===== src/rtl/nibble_serial_adder.sv =====
// Multi-cycle adder that sums two 4*NIBBLES-bit operands one nibble per clock through a 4-bit chain.
// Optional signed-overflow output is enabled with the NSA_OVERFLOW_EN macro.
module nibble_serial_adder #(
  parameter int unsigned NIBBLES = 4
) (
  input  logic                 i_clk,
  input  logic                 i_rst,
  input  logic                 i_in_valid,
  output logic                 o_in_ready,
  input  logic [4*NIBBLES-1:0] i_a,
  input  logic [4*NIBBLES-1:0] i_b,
  input  logic                 i_cin,
  output logic                 o_out_valid,
  input  logic                 i_out_ready,
  output logic [4*NIBBLES-1:0] o_sum,
  output logic                 o_cout
`ifdef NSA_OVERFLOW_EN
  ,
  output logic                 o_ovf
`endif
);

  localparam int unsigned W  = 4 * NIBBLES;
  localparam int unsigned KW = (NIBBLES > 1) ? $clog2(NIBBLES) : 1;
  localparam logic [KW-1:0] KLast = KW'(NIBBLES - 1);

  typedef enum logic [1:0] {StIdle, StRun, StDone} state_t;

  state_t          r_state;
  logic [W-1:0]    r_a;
  logic [W-1:0]    r_b;
  logic [W-1:0]    r_sum;
  logic [KW-1:0]   r_k;
  logic            r_carry;
  logic            r_cout;
  logic            r_in_ready;
  logic            r_out_valid;

  logic [KW+1:0]   w_base;
  logic [3:0]      w_an;
  logic [3:0]      w_bn;
  logic [3:0]      w_nsum;
  logic            w_carry;
`ifdef NSA_OVERFLOW_EN
  logic            r_ovf;
  logic            w_cmsb;
`endif

  assign w_base = {r_k, 2'b00};
  assign w_an   = r_a[w_base +: 4];
  assign w_bn   = r_b[w_base +: 4];

  // 4-bit ripple chain; w_carry walks from the registered carry to the nibble carry-out.
  always_comb begin
    w_nsum  = 4'b0;
    w_carry = r_carry;
`ifdef NSA_OVERFLOW_EN
    w_cmsb  = 1'b0;
`endif
    for (int i = 0; i < 4; i++) begin
`ifdef NSA_OVERFLOW_EN
      if (i == 3) w_cmsb = w_carry;
`endif
      w_nsum[i] = w_an[i] ^ w_bn[i] ^ w_carry;
      w_carry   = (w_an[i] & w_bn[i]) | (w_carry & (w_an[i] ^ w_bn[i]));
    end
  end

  always_ff @(posedge i_clk or posedge i_rst) begin
    if (i_rst) begin
      r_state     <= StIdle;
      r_a         <= '0;
      r_b         <= '0;
      r_sum       <= '0;
      r_k         <= '0;
      r_carry     <= 1'b0;
      r_cout      <= 1'b0;
      r_in_ready  <= 1'b1;
      r_out_valid <= 1'b0;
`ifdef NSA_OVERFLOW_EN
      r_ovf       <= 1'b0;
`endif
    end else begin
      unique case (r_state)
        StIdle: begin
          if (i_in_valid) begin
            r_a        <= i_a;
            r_b        <= i_b;
            r_carry    <= i_cin;
            r_k        <= '0;
            r_in_ready <= 1'b0;
            r_state    <= StRun;
          end
        end
        StRun: begin
          r_sum[w_base +: 4] <= w_nsum;
          r_carry            <= w_carry;
          if (r_k == KLast) begin
            r_cout      <= w_carry;
`ifdef NSA_OVERFLOW_EN
            r_ovf       <= w_cmsb ^ w_carry;
`endif
            r_out_valid <= 1'b1;
            r_state     <= StDone;
          end else begin
            r_k <= r_k + 1'b1;
          end
        end
        StDone: begin
          if (i_out_ready) begin
            r_out_valid <= 1'b0;
            r_in_ready  <= 1'b1;
            r_state     <= StIdle;
          end
        end
        default: begin
          r_out_valid <= 1'b0;
          r_in_ready  <= 1'b1;
          r_state     <= StIdle;
        end
      endcase
    end
  end

  assign o_in_ready  = r_in_ready;
  assign o_out_valid = r_out_valid;
  assign o_sum       = r_sum;
  assign o_cout      = r_cout;
`ifdef NSA_OVERFLOW_EN
  assign o_ovf       = r_ovf;
`endif

endmodule


===== config.mk =====
export PLATFORM = sky130hd
export DESIGN_NAME = nibble_serial_adder
export DESIGN_NICKNAME = d
export VERILOG_FILES = /design/src/rtl/nibble_serial_adder.sv
export SDC_FILE = /design/constraint.sdc
export NUM_CORES = 1
export LEC_CHECK = 0
export ABC_CLOCK_PERIOD_IN_PS = 3400
export CAP_MARGIN = 10
export CORE_MARGIN = 2
export CORE_UTILIZATION = 51
export CTS_BUF_LIST = sky130_fd_sc_hd__clkbuf_16
export DETAILED_ROUTE_END_ITERATION = 6
export PLACE_DENSITY = 0.75
export SYNTH_ARGS = -nofsm -noshare
export SYNTH_HDL_FRONTEND = slang
export SYNTH_SLANG_ARGS = --single-unit

===== constraint.sdc =====
create_clock -name i_clk -period 3.4 [get_ports i_clk]
set_input_delay 1.02 -clock i_clk [delete_from_list [all_inputs] [get_ports i_clk]]
set_output_delay 1.02 -clock i_clk [all_outputs]
set_load 0.01 [all_outputs]

==> impl_metrics.yaml <==
drt:
  drt_pass1_iterations: 5
  wl_per_cell_um: 16.21
  wl_um: 5106
  ant_nets: 0
  drtIter0Drc: 100
  vias: 1701
  via_per_inst: 5.400
  drc: 0
place:
  dp_slack_ns: 0.4011
  port_buffers: 55
  dpl.hpwl_um: 3794
  gp_congestion: 0.7812
critical_path:
  cp_common_cell: "fa_1"
  cp_slowest_stage_delay_ns: 0.60
  slowest_stage: "mux4_1"
  critPathLaunchType: "flop"
  worst_r2r_endpoint: "o_sum[7]$_DFFE_PP0P_"
  crit_arrival_ns: 3.17
  rrSetupSlack_ns: 0.41
  path_cells: "mux4_1, inv_1, fa_1, fa_1, inv_1, fa_1, fa_1, and4b_1, mux2_2"
  required_ns: 3.57
  path_max_fanout: 6
  cp-end-kind: "flop"
  crit_end: "o_sum[7]$_DFFE_PP0P_"
  critical_path_class: "reg -> reg"
  cp_top_family: "adder cells"
  reg2reg_depth: 9
  critical_path_buf_inv_count: 2
  crit_start: "r_k[0]$_DFFE_PP0P_"
  cp.depth: 9
  worstReg2RegStart: "r_k[0]$_DFFE_PP0P_"
timing:
  fin_ws_ns: 0.4054
  period_share: 0.8808
  timing.fmax_mhz: 333.9
  finalHoldViolCount: 0
  fin_crit_ns: 2.995
  grt_setup_unrepaired: "false"
  relSlewSlack: 0.4066
  finClkSkew_ns: 0.003989
  tightest_slew_ns: 0.8882
  setup_viol: 0
  fin_tns_setup_ns: 0
  drv_slew: 0
cells_and_area:
  fillCellCount: 434
  fin_util: 0.6758
  drive_gt1_frac: 0.2286
  area_delta_synth_final_pct: 26.82
  multi_input_area_mm2: 0.001212
  regArea_mm2: 0.001403
  diodes: 0
  num-nets-final: 292
synth:
  ys_ff_latch: 56
  synthAdderAreaFrac: 0.05665
  avgSynthCellArea_um2: 14.65
  synth-edff-count: 0
  yosysWarnings: 0
  synth_seq_area_share: 0.5121
  synth_cells: 187
  synth.top_cell.area_share: 0.5025
  synth_top_cell_by_area: "dfrtp_1"
  synth_mux_area_frac: 0.2234
  synth_top_family_by_area: "multiplexers"
  async_flop_share: 1.000
  ys.flop_type: "dfrtp_1"
  synthSimpleGateAreaFrac: 0.09548
  yosysUniqueCellTypes: 31
  synth_compound_gate_area_share: 0.06715
  synth_most_common_cell: "dfrtp_1"
  synth_area_mm2: 0.002739
  synth_common_cells: "dfrtp_1, mux2_2, a32o_1"
  synthTopCellsByArea: "dfrtp_1, mux2_2, a32o_1"
  synthXorXnorAreaFrac: 0
  syn_nets: 234
clock_tree:
  cts.sinks: 56
  cts_setup_buffers: 0
  ctsResizeCount: 0
  cts_buffer_depth: 2
  ctsHtreeMaxLevel: 2
  root_buffer: "clkbuf_16"
  path_clk_slew_ns: 0.07
  cts_hold_buf: 0
  cts_tree: "built"
  cts-buffers-inserted: 5
  insertion_delay_ns: 0.29
global_route:
  antenna_found_initial: 0
  globalRouteOverflowTotal: 0
  grt_pass1_vias: 1804
  grt_pass1_wl_um: 9066
  grt_max_degree: 34
  gr-usage-all-layers: 0.1946
run:
  drv_cap: 0
die:
  die_w_um: 77.28
  design.die.area_mm2: 0.005972
  core_mm2: 0.005140
  rows: 26
  ios: 56
  die-height_um: 77.28
  initial_core_util: 0.5329
min_path:
  hold_class: "reg -> reg"
power:
  seqPwrFrac: 0.351
  clkPwrFrac: 0.142
  power_density_mw_per_mm2: 975.3
  vdd_drop_max_mv: 0.4903
  switching_power_mw: 1.207
  p_sw_frac: 0.3564
  p_int_mw: 2.180
  leakagePower_nw: 1.481
  combPwrFrac: 0.506
run_status:
  outcome: "completed"
## kinds of logic (layout without fill, tap and decap cells)
family / count (synthesis) / after routing
AND/OR/NAND/NOR: 34 / 34
multiplexers: 45 / 45
AO/OA/AOI/OAI: 21 / 21
buffers and inverters: 21 / 79
flip-flops: 56 / 56
adder cells (fa/ha/maj): 10 / 10
## worst min-delay path by stage
stage                                       from  cells after the start  slack [ns]                     end
after floorplan           o_in_ready$_DFFE_PP1P_                      2        0.47  o_in_ready$_DFFE_PP1P_
after global placement    o_in_ready$_DFFE_PP1P_                      2        0.45  o_in_ready$_DFFE_PP1P_
after detailed placement  o_in_ready$_DFFE_PP1P_                      2        0.47  o_in_ready$_DFFE_PP1P_
after CTS                 o_in_ready$_DFFE_PP1P_                      2        0.49  o_in_ready$_DFFE_PP1P_
after global routing      o_in_ready$_DFFE_PP1P_                      2        0.50  o_in_ready$_DFFE_PP1P_
final                     o_in_ready$_DFFE_PP1P_                      2        0.48  o_in_ready$_DFFE_PP1P_
## through the flow
step	instances	hold slack, ns	area [um2]	power, mW
after global routing	315	0.4977	3473	3.668
after detailed placement	308	0.4747	3339	2.932
after floorplan	187	0.4657	2739	2.395
after global placement	308	0.4530	3339	2.904
after CTS	315	0.4922	3473	3.417
final	315	0.4825	3473	3.387
## placed cells by master, fill, tap and decap left out, types with 5 or more instances in the layout
| cell | count |
|---|---|
| a32o_1 | 12 |
| and2_1 | 6 |
| buf_4 | 6 |
| clkbuf_16 | 5 |
| clkdlybuf4s50_1 | 55 |
| dfrtp_1 | 55 |
| ha_1 | 6 |
| inv_1 | 11 |
| mux2_2 | 37 |
| nor2b_1 | 7 |
## power by group through the flow
stage               Combinational, mW  Sequential [mW]  Clock (mW)
floorplan                        1.27             1.13           0
global placement                 1.70             1.21           0
detailed placement               1.73             1.21           0
CTS                              1.73             1.19       0.494
global route                     1.90             1.24       0.525
finish                           1.71             1.19       0.482
## registers in the layout, indices dropped and copies added (netlist names)
register,cells
o_sum,16
r_a,16
r_b,16
r_k,2
r_state,2
o_cout,1
o_in_ready,1
o_out_valid,1
r_carry,1
## worst register-to-register path, stage by stage, from the launching register on
cell and delay, ns:
dfrtp_1 0.48, mux4_1 0.60, inv_1 0.08, fa_1 0.17, fa_1 0.18, inv_1 0.06, fa_1 0.37, fa_1 0.49
and4b_1 0.20, mux2_2 0.25
## layout make-up
class	instances	area share
Inverter	11	0.01189
Clock inverter	2	0.002522
Multi-Input combinational cell	110	0.3491
Clock buffer	5	0.03602
Timing Repair Buffer	61	0.1715
Tap cell	70	0.02522
Sequential cell	56	0.4038
## routing by layer
metal / share of wire / routed length [um] / global-route usage
met1: 0.46 / 2364 / 0.2784
met3: 0.038 / 196 / 0.03882
met5: 0 / 0 / 0
met2: 0.49 / 2508 / 0.3104
met4: 0.0072 / 37 / 0.04286
(Power assumes the default switching activity.)
